**config.mk**
```make
export PLATFORM = sky130hd
export DESIGN_NAME = usb_buffer_arbiter
export DESIGN_NICKNAME = d
export VERILOG_FILES = /design/src/rtl/usb_buffer_arbiter.sv
export SDC_FILE = /design/constraint.sdc
export NUM_CORES = 1
export LEC_CHECK = 0
export CAP_MARGIN = 20
export CORE_MARGIN = 5
export CORE_UTILIZATION = 30
export CTS_CLUSTER_DIAMETER = 150
export DETAILED_ROUTE_END_ITERATION = 10
export SETUP_SLACK_MARGIN = 0.4
export SYNTH_ARGS = -nofsm -noshare
export SYNTH_HDL_FRONTEND = slang
export SYNTH_SLANG_ARGS = --single-unit
```
**constraint.sdc**
```tcl
create_clock -name clk -period 2.99 [get_ports clk]
set_input_delay 0.598 -clock clk [delete_from_list [all_inputs] [get_ports clk]]
set_output_delay 0.598 -clock clk [all_outputs]
set_load 0.1 [all_outputs]
```
**src/rtl/usb_buffer_arbiter.sv**
```systemverilog
// Arbitrates USB RX/TX and AHB byte accesses onto a single-port 64x8 buffer with flush support.
// Optional round-robin USB/AHB arbitration is enabled by defining USB_BUF_ARB_RR_EN.
module usb_buffer_arbiter (
   input  logic       clk,
   input  logic       n_rst,
   input  logic       clear,
   input  logic       ahb_store,
   input  logic       ahb_get,
   input  logic [7:0] ahb_wdata,
   input  logic       rx_store,
   input  logic [7:0] rx_wdata,
   input  logic       tx_get,
   input  logic [7:0] buf_rdata,
   output logic [5:0] buf_addr,
   output logic [7:0] buf_wdata,
   output logic       buf_we,
   output logic       buf_re,
   output logic       ahb_gnt,
   output logic       rx_gnt,
   output logic       tx_gnt,
   output logic [7:0] rd_data,
   output logic       ahb_rvalid,
   output logic       tx_rvalid,
   output logic [6:0] occupancy,
   output logic       overflow_err,
   output logic       underflow_err,
   output logic       flushing
);

   typedef enum logic [1:0] {
      ST_IDLE   = 2'd0,
      ST_ACCESS = 2'd1,
      ST_FLUSH  = 2'd2
   } state_t;

   state_t     state_q, state_d;
   logic [5:0] wr_ptr_q, wr_ptr_d, rd_ptr_q, rd_ptr_d;
   logic [6:0] occ_q, occ_d;
   logic [7:0] rd_data_q, rd_data_d;
   logic       ahb_rvalid_q, ahb_rvalid_d, tx_rvalid_q, tx_rvalid_d;
   logic       ovf_q, ovf_d, unf_q, unf_d;
   logic       sel_rx, sel_tx, sel_as, sel_ag;
   logic       any_req, blocked, wr_req, rd_req, full, empty;
`ifdef USB_BUF_ARB_RR_EN
   logic       rr_ahb_last_q, rr_ahb_last_d;
   logic       usb_req, ahb_req;
`endif

   assign any_req = rx_store | tx_get | ahb_store | ahb_get;
   assign blocked = clear | (state_q == ST_FLUSH);
   assign full    = (occ_q == 7'd64);
   assign empty   = (occ_q == 7'd0);

   // Grant selection: a clear or an active flush suppresses every grant.
   always_comb begin
      sel_rx = 1'b0;
      sel_tx = 1'b0;
      sel_as = 1'b0;
      sel_ag = 1'b0;
`ifdef USB_BUF_ARB_RR_EN
      usb_req       = rx_store | tx_get;
      ahb_req       = ahb_store | ahb_get;
      rr_ahb_last_d = rr_ahb_last_q;
      if (blocked) begin
         sel_rx = 1'b0;
      end else if (usb_req && (!ahb_req || rr_ahb_last_q)) begin
         sel_rx        = rx_store;
         sel_tx        = !rx_store && tx_get;
         rr_ahb_last_d = 1'b0;
      end else if (ahb_req) begin
         sel_as        = ahb_store;
         sel_ag        = !ahb_store && ahb_get;
         rr_ahb_last_d = 1'b1;
      end else begin
         rr_ahb_last_d = rr_ahb_last_q;
      end
`else
      if (blocked)        sel_rx = 1'b0;
      else if (rx_store)  sel_rx = 1'b1;
      else if (tx_get)    sel_tx = 1'b1;
      else if (ahb_store) sel_as = 1'b1;
      else if (ahb_get)   sel_ag = 1'b1;
      else                sel_rx = 1'b0;
`endif
   end

   assign rx_gnt  = sel_rx;
   assign tx_gnt  = sel_tx;
   assign ahb_gnt = sel_as | sel_ag;
   assign wr_req  = sel_rx | sel_as;
   assign rd_req  = sel_tx | sel_ag;

   // Buffer port, pointer/occupancy update and next-cycle pulses.
   always_comb begin
      buf_we       = wr_req && !full;
      buf_re       = rd_req && !empty;
      buf_addr     = wr_req ? wr_ptr_q : rd_ptr_q;
      buf_wdata    = sel_rx ? rx_wdata : (sel_as ? ahb_wdata : 8'h00);
      wr_ptr_d     = wr_ptr_q;
      rd_ptr_d     = rd_ptr_q;
      occ_d        = occ_q;
      ovf_d        = wr_req && full;
      unf_d        = rd_req && empty;
      tx_rvalid_d  = sel_tx && !empty;
      ahb_rvalid_d = sel_ag && !empty;
      // rd_data forwards the buffer during the rvalid cycle and holds it afterwards.
      rd_data_d    = (ahb_rvalid_q || tx_rvalid_q) ? buf_rdata : rd_data_q;
      if (blocked) begin
         wr_ptr_d = 6'd0;
         rd_ptr_d = 6'd0;
         occ_d    = 7'd0;
      end else if (buf_we) begin
         wr_ptr_d = wr_ptr_q + 6'd1;
         occ_d    = occ_q + 7'd1;
      end else if (buf_re) begin
         rd_ptr_d = rd_ptr_q + 6'd1;
         occ_d    = occ_q - 7'd1;
      end else begin
         occ_d    = occ_q;
      end
   end

   // Next-state logic for IDLE/ACCESS/FLUSH.
   always_comb begin
      state_d = state_q;
      if (clear) begin
         state_d = ST_FLUSH;
      end else begin
         case (state_q)
            ST_IDLE:   state_d = any_req ? ST_ACCESS : ST_IDLE;
            ST_ACCESS: state_d = any_req ? ST_ACCESS : ST_IDLE;
            ST_FLUSH:  state_d = ST_IDLE;
            default:   state_d = ST_IDLE;
         endcase
      end
   end

   // State register with asynchronous active-low reset.
   always_ff @(posedge clk or negedge n_rst) begin
      if (!n_rst) begin
         state_q      <= ST_IDLE;
         wr_ptr_q     <= 6'd0;
         rd_ptr_q     <= 6'd0;
         occ_q        <= 7'd0;
         rd_data_q    <= 8'h00;
         ahb_rvalid_q <= 1'b0;
         tx_rvalid_q  <= 1'b0;
         ovf_q        <= 1'b0;
         unf_q        <= 1'b0;
      end else begin
         state_q      <= state_d;
         wr_ptr_q     <= wr_ptr_d;
         rd_ptr_q     <= rd_ptr_d;
         occ_q        <= occ_d;
         rd_data_q    <= rd_data_d;
         ahb_rvalid_q <= ahb_rvalid_d;
         tx_rvalid_q  <= tx_rvalid_d;
         ovf_q        <= ovf_d;
         unf_q        <= unf_d;
      end
   end

`ifdef USB_BUF_ARB_RR_EN
   // Last-served side; AHB counts as last after reset so USB wins the first tie.
   always_ff @(posedge clk or negedge n_rst) begin
      if (!n_rst) rr_ahb_last_q <= 1'b1;
      else        rr_ahb_last_q <= rr_ahb_last_d;
   end
`endif

   assign rd_data       = (ahb_rvalid_q || tx_rvalid_q) ? buf_rdata : rd_data_q;
   assign ahb_rvalid    = ahb_rvalid_q;
   assign tx_rvalid     = tx_rvalid_q;
   assign occupancy     = occ_q;
   assign overflow_err  = ovf_q;
   assign underflow_err = unf_q;
   assign flushing      = (state_q == ST_FLUSH);

endmodule

```
==> flow_summary.toml, run 1 <==
[run_status]
status = "complete, but fails checks"
violations = "setup timing"

[clocking]
numCtsBuffers = 5
cts_root_buffer = "clkbuf_8"
clock_latency_ps = 290
cts-htree-levels = 2
cts_tree = "done"
ctsLongestPathBuffers = 2
clk_pin_slew_ps = 70
cts_sinks = 33

[global_route]
grt_usage_pct = 14.7
grt_pass1_wl_mm = 9.83
first_global_vias = 2033
grt_max_degree = 34
grt_overflow = 0
antenna_found_initial = 0

[logic_synthesis]
synth_seq_cells = 33
synth_top_cell_area_share_pct = 42.6
synthDistinctLibCells = 44
syn_nets = 252
async_flop_share_pct = 100
dominantRegCellSynth = "dfrtp_1"
synthesis.area_um2 = 1940
seq_area_frac_synth_pct = 42.6
synth_edf_count = 0
ys_warn_count = 0
synth.avg_cell_area_um2 = 9.14
yosysTopAreaCell = "dfrtp_1"
yosys-top-cells-area = "dfrtp_1, nand2_1, ha_1"
synthCells = 212

[placed_design]
port_buffers = 69
dp_hpwl_mm = 4.31
place_ws_ps = -209
place_congestion = 0.748

[timing]
post-route-period-util_pct = 103
fmax_mhz = 326
maxSlewHeadroom_pct = 58.2
finalHoldViolations = 0
finalSetupTns_ps = -76.0
layout_min_cycle_time_ps = 3070
finClkSkew_ps = 5.43
worst_slack_ps = -76.0
rsz0062_at_grt = "true"
setup_viol = 1
tightestPinTransition_ps = 624
final_max_slew_viol_count = 0

[die]
ios = 70
core-area_um2 = 6310
rows = 29
start_util_pct = 30.7
die_h_um = 90.4
die_x_um = 90.4
die-area_um2 = 8170

[detailed_routing]
wl_mm = 5.67
vias = 1938
drtIter0Drc = 31
dr.pass1.iters = 4
avgViaCountPerCell = 4.92
avgRoutedWirePerCell_um = 14.4
ant_nets = 0
post-route-drc-count = 0

[finish]
nets = 356
final_common_cell = "buf_4"
area_delta_synth_final_pct = 84.6
diodes = 0
drive_gt1_share_pct = 44.8
final_cell_mix = "buf_4, nand2_1, dfrtp_1, clkdlybuf4s50_1, buf_12"

[critical_path]
regToRegSetupSlack_ps = -80
critical_path_arrival_ps = 3280
crit_type = "reg2reg"
slowest_delay_ps = 540
critPathSlowestCell = "or4_4"
cp_num_buf_inv = 1
crit_path_max_fanout = 4
required_ps = 3210
worstSetupStartpointType = "flip-flop"
cpLargestDelayFamily = "simple AND/OR/NAND/NOR gates"
cp-end-kind = "flip-flop"
cp_cell_sequence = "or4_4, or4b_4, nand2_8, clkinvlp_4, fa_2, nor2b_4, o31ai_2, a211o_1, a211oi_2, mux2i_1"

[power]
leakage_nw = 1.55
ir_drop_v = 0.000682
power_density_nw_per_um2 = 794

[hold_path]
hold_class = "reg2reg"

[job]
maxCapViolCount = 0
==> where the power goes <==
group	internal (mW)	leakage [nW]	switching (mW)
Clock	0.249	0.0543	0.175
Combinational	0.591	1.07	1.23
Sequential	0.548	0.426	0.0503
==> repair_timing <==
action / 4_1_cts / 5_1_grt
buffers inserted: 5 / 1
hold buffers: 0 / 0
pin swaps: 8 / 7
hold endpoints to repair: 0 / 0
gates cloned: 0 / 0
endpoints found under the setup margin: 24 / 19
gates resized for setup: 28 / 13
==> metrics by stage <==
stage | utilization, % | total power, mW | hold slack [ps] | cell area [µm²] | cells
2_1_floorplan | - | 1.85 | 302 | 2130 | 212
3_3_place_gp | 51.1 | 2.25 | 418 | 3230 | 380
3_5_place_dp | 51.1 | 2.26 | 431 | 3230 | 380
4_1_cts | 55.2 | 2.79 | 442 | 3480 | 393
5_1_grt | 56.7 | 2.98 | 511 | 3580 | 394
6_report | 56.7 | 2.84 | 464 | 3580 | 394
==> sequential cells by signal, indices dropped and copies added, names as in the netlist <==
name,count
state_q,2
ahb_rvalid,1
rd_data_q,8
rd_ptr_q,6
tx_rvalid,1
wr_ptr_q,6
overflow_err,1
occupancy,7
underflow_err,1
==> synth_stat cells, types with 2 or more instances <==
cell type  number
nor4_1          2
or4_1           3
o21a_1          3
mux2_2          8
and3_1          2
nand2_1        45
o21ai_0        10
nor3_1          2
ha_1            8
mux2i_1         2
nor2_1         12
xor2_1          3
inv_1           8
nor3b_1         2
nor2b_1         4
and2_1          3
o211ai_1        4
buf_2           2
a21oi_1        12
or4b_1          2
o31ai_1         5
nand2b_1        2
nand3_1         9
o41ai_1         3
dfrtp_1        33
clkbuf_1        5
==> worst paths after layout <==
kind | from | end | cells after the start
hold / removal | state_q[1] | state_q[0] | 1
setup reg to reg | occupancy[3] | occupancy[6] | 10
min in group asynchronous | n_rst | state_q[1] | 2
setup / recovery | occupancy[3] | occupancy[6] | 10
max in group asynchronous | n_rst | occupancy[1] | 2
hold reg to reg | state_q[1] | state_q[0] | 1
==> final cells by class <==
class / instances / area [µm²]
fill: 552 / 2740
timing repair buffer: 105 / 1110
tap: 77 / 96.3
inverter: 9 / 50.0
clock inverter: 3 / 46.3
sequential: 33 / 836
clock buffer: 5 / 68.8
multi-input combinational: 162 / 1370
==> cells by family (layout without fill, tap and decap cells) <==
family	after synthesis	after routing	share of synthesized area, %
flops	33	33	42.6
mux	11	11	6.46
buf+inv	17	122	3.81
xor+xnor	4	4	1.81
fa+ha+maj	9	9	6.20
compound gates	44	44	15.3
simple gates	94	94	23.8
==> per-layer routing <==
metal	GRT usage (%)	up-vias	share of wire [%]
li1	-	954	-
met4	4.96	0	1.6
met1	17.9	931	44
met5	0	-	0
met2	25.1	45	50
met3	3.67	8	3.9
Note: power is estimated with default switching activity, not from simulation.
==> inputs of run 2 (changes only) <==
--- a/config.mk
+++ b/config.mk
@@ -10,6 +10,7 @@
 export CORE_UTILIZATION = 30
 export CTS_CLUSTER_DIAMETER = 150
 export DETAILED_ROUTE_END_ITERATION = 10
+export RECOVER_POWER = 100
 export SETUP_SLACK_MARGIN = 0.4
 export SYNTH_ARGS = -nofsm -noshare
 export SYNTH_HDL_FRONTEND = slang
==> run 2 against run 1 <==
Effect of this change:
- the run ends with capacitance limit, slew limit, setup timing left
- clock-buffer cell count did not move
- register-to-register slack about the same
- critical path depth is the same
- fmax hardly changed
- utilization is 1.5 points lower
- final cell count stayed put
- sequential share of layout area up 0.63 points
- wire length hardly changed
- via count shrank 0.52%
- worst setup slack got worse by 0.99 ps
- total power decreased by 2.0%
- largest power group unchanged
==> flow_summary.toml, run 2 (synthesized netlist as in run 1, its figures left out) <==
[critical_path]
crit_path_max_fanout = 4
required_ps = 3210
crit_type = "reg2reg"
critical_path_arrival_ps = 3280
worstSetupStartpointType = "flip-flop"
cp-end-kind = "flip-flop"

[finish]
utilization_pct = 55.2
top_register = "rd_data_q"
largest_reg_flops = 8
area_delta_synth_final_pct = 79.7
drive_gt1_share_pct = 35.6
finalInstanceArea_um2 = 3480
diodes = 0
final_common_cell = "nand2_1"
nets = 356
final_cell_mix = "nand2_1, buf_4, dfrtp_1, clkdlybuf4s50_1, buf_12"

[detailed_routing]
vias = 1928
drtIter0Drc = 42
avgViaCountPerCell = 4.89
avgRoutedWirePerCell_um = 14.4
post-route-drc-count = 0
ant_nets = 0
wl_mm = 5.66
dr.pass1.iters = 2

[global_route]
grt_max_degree = 34
antenna_found_initial = 0
grt_usage_pct = 14.7
grt_overflow = 0
grt_pass1_wl_mm = 9.83
first_global_vias = 2033

[power]
ir_drop_v = 0.000651
internal_power_mw = 1.33
switchingPower_mw = 1.45
power_density_nw_per_um2 = 800
pwr-share-clk_pct = 15.3
p_total_mw = 2.79
p_comb_share_pct = 63.3
p_sw_share_pct = 52.2
leakage_nw = 1.47
p_seq_share_pct = 21.5

[placed_design]
dp_hpwl_mm = 4.31
place_congestion = 0.748
port_buffers = 69
placed_area_um2 = 3230

[timing]
final_max_slew_viol_count = 34
finClkSkew_ps = 5.85
finalHoldViolations = 0
post-route-period-util_pct = 103
tightestPinTransition_ps = 1810
fmax_mhz = 326
setup_viol = 2
holdWs_ps = 463
worst_slack_ps = -76.9
layout_min_cycle_time_ps = 3070
maxSlewHeadroom_pct = -20.5
rsz0062_at_grt = "true"

[die]
core-area_um2 = 6310
die_h_um = 90.4
rows = 29
die_x_um = 90.4
die-area_um2 = 8170
start_util_pct = 30.7
ios = 70

[job]
maxCapViolCount = 1

[clocking]
ctsLongestPathBuffers = 2
cts_tree = "done"
cts_sinks = 33
numCtsBuffers = 5
clk_pin_slew_ps = 70
cts_root_buffer = "clkbuf_8"
clock_latency_ps = 290
cts-htree-levels = 2
hold_buffers = 0

[run_status]
status = "complete, but fails checks"
violations = "capacitance limit, slew limit, setup timing"

[hold_path]
hold_class = "reg2reg"
## run 2: area by class of cell
class                   instances  area (µm²)
fillers                       571        2830
multi-input cells             162        1340
repair buffers                105        1050
flip-flops and latches         33         836
well taps                      77        96.3
clock buffers                   5        68.8
inverters                       9        50.0
clock inverters                 3        46.3
## run 2: metal layers
metal | global-route usage [%] | routed length [µm] | up-vias
li1 | - | - | 955
met1 | 17.9 | 2520 | 920
met2 | 25.1 | 2830 | 45
met3 | 3.67 | 217 | 8
met4 | 4.96 | 92 | 0
met5 | 0 | 0 | -
## run 2: critical path, cell delays in order (launching register included)
cell and delay [ps]:
dfrtp_4 470, or4_4 530, or4b_4 540, nand2_8 110, clkinvlp_4 90, fa_2 360, nor2b_4 140, o31ai_2 80
a211o_1 270, a211oi_2 200, mux2i_1 210
## run 2: metrics by stage
| stage | TNS (ps) | std cells | setup WS, ps |
|---|---|---|---|
| after floorplan | -3720 | 212 | -837 |
| after global placement | -176 | 380 | -122 |
| after detailed placement | -331 | 380 | -209 |
| after CTS | -150 | 393 | -102 |
| after global routing | -820 | 394 | -219 |
| final | -148 | 394 | -76.9 |
## run 2: power by group through the flow
stage	Combinational, mW	Clock [mW]	Sequential [mW]
finish	1.76	0.426	0.598
global route	1.85	0.461	0.613
CTS	1.75	0.444	0.599
detailed placement	1.65	0	0.605
global placement	1.64	0	0.605
floorplan	0.993	0	0.859
## run 2: what timing repair did
action                                  CTS  global route
setup buffers                             5             1
pin swaps                                 8             7
gates resized for setup                  28            13
endpoints found under the setup margin   24            19
## run 2: worst paths after layout
path | cells after the start | from | end | slack [ps]
worst max-delay path | 10 | occupancy[3] | occupancy[6] | -80
worst min-delay path | 1 | state_q[1] | state_q[0] | 460
worst max register to register | 10 | occupancy[3] | occupancy[6] | -80
worst min register to register | 1 | state_q[1] | state_q[0] | 460
max in group asynchronous | 2 | n_rst | occupancy[1] | 390
min in group asynchronous | 2 | n_rst | state_q[1] | 1330
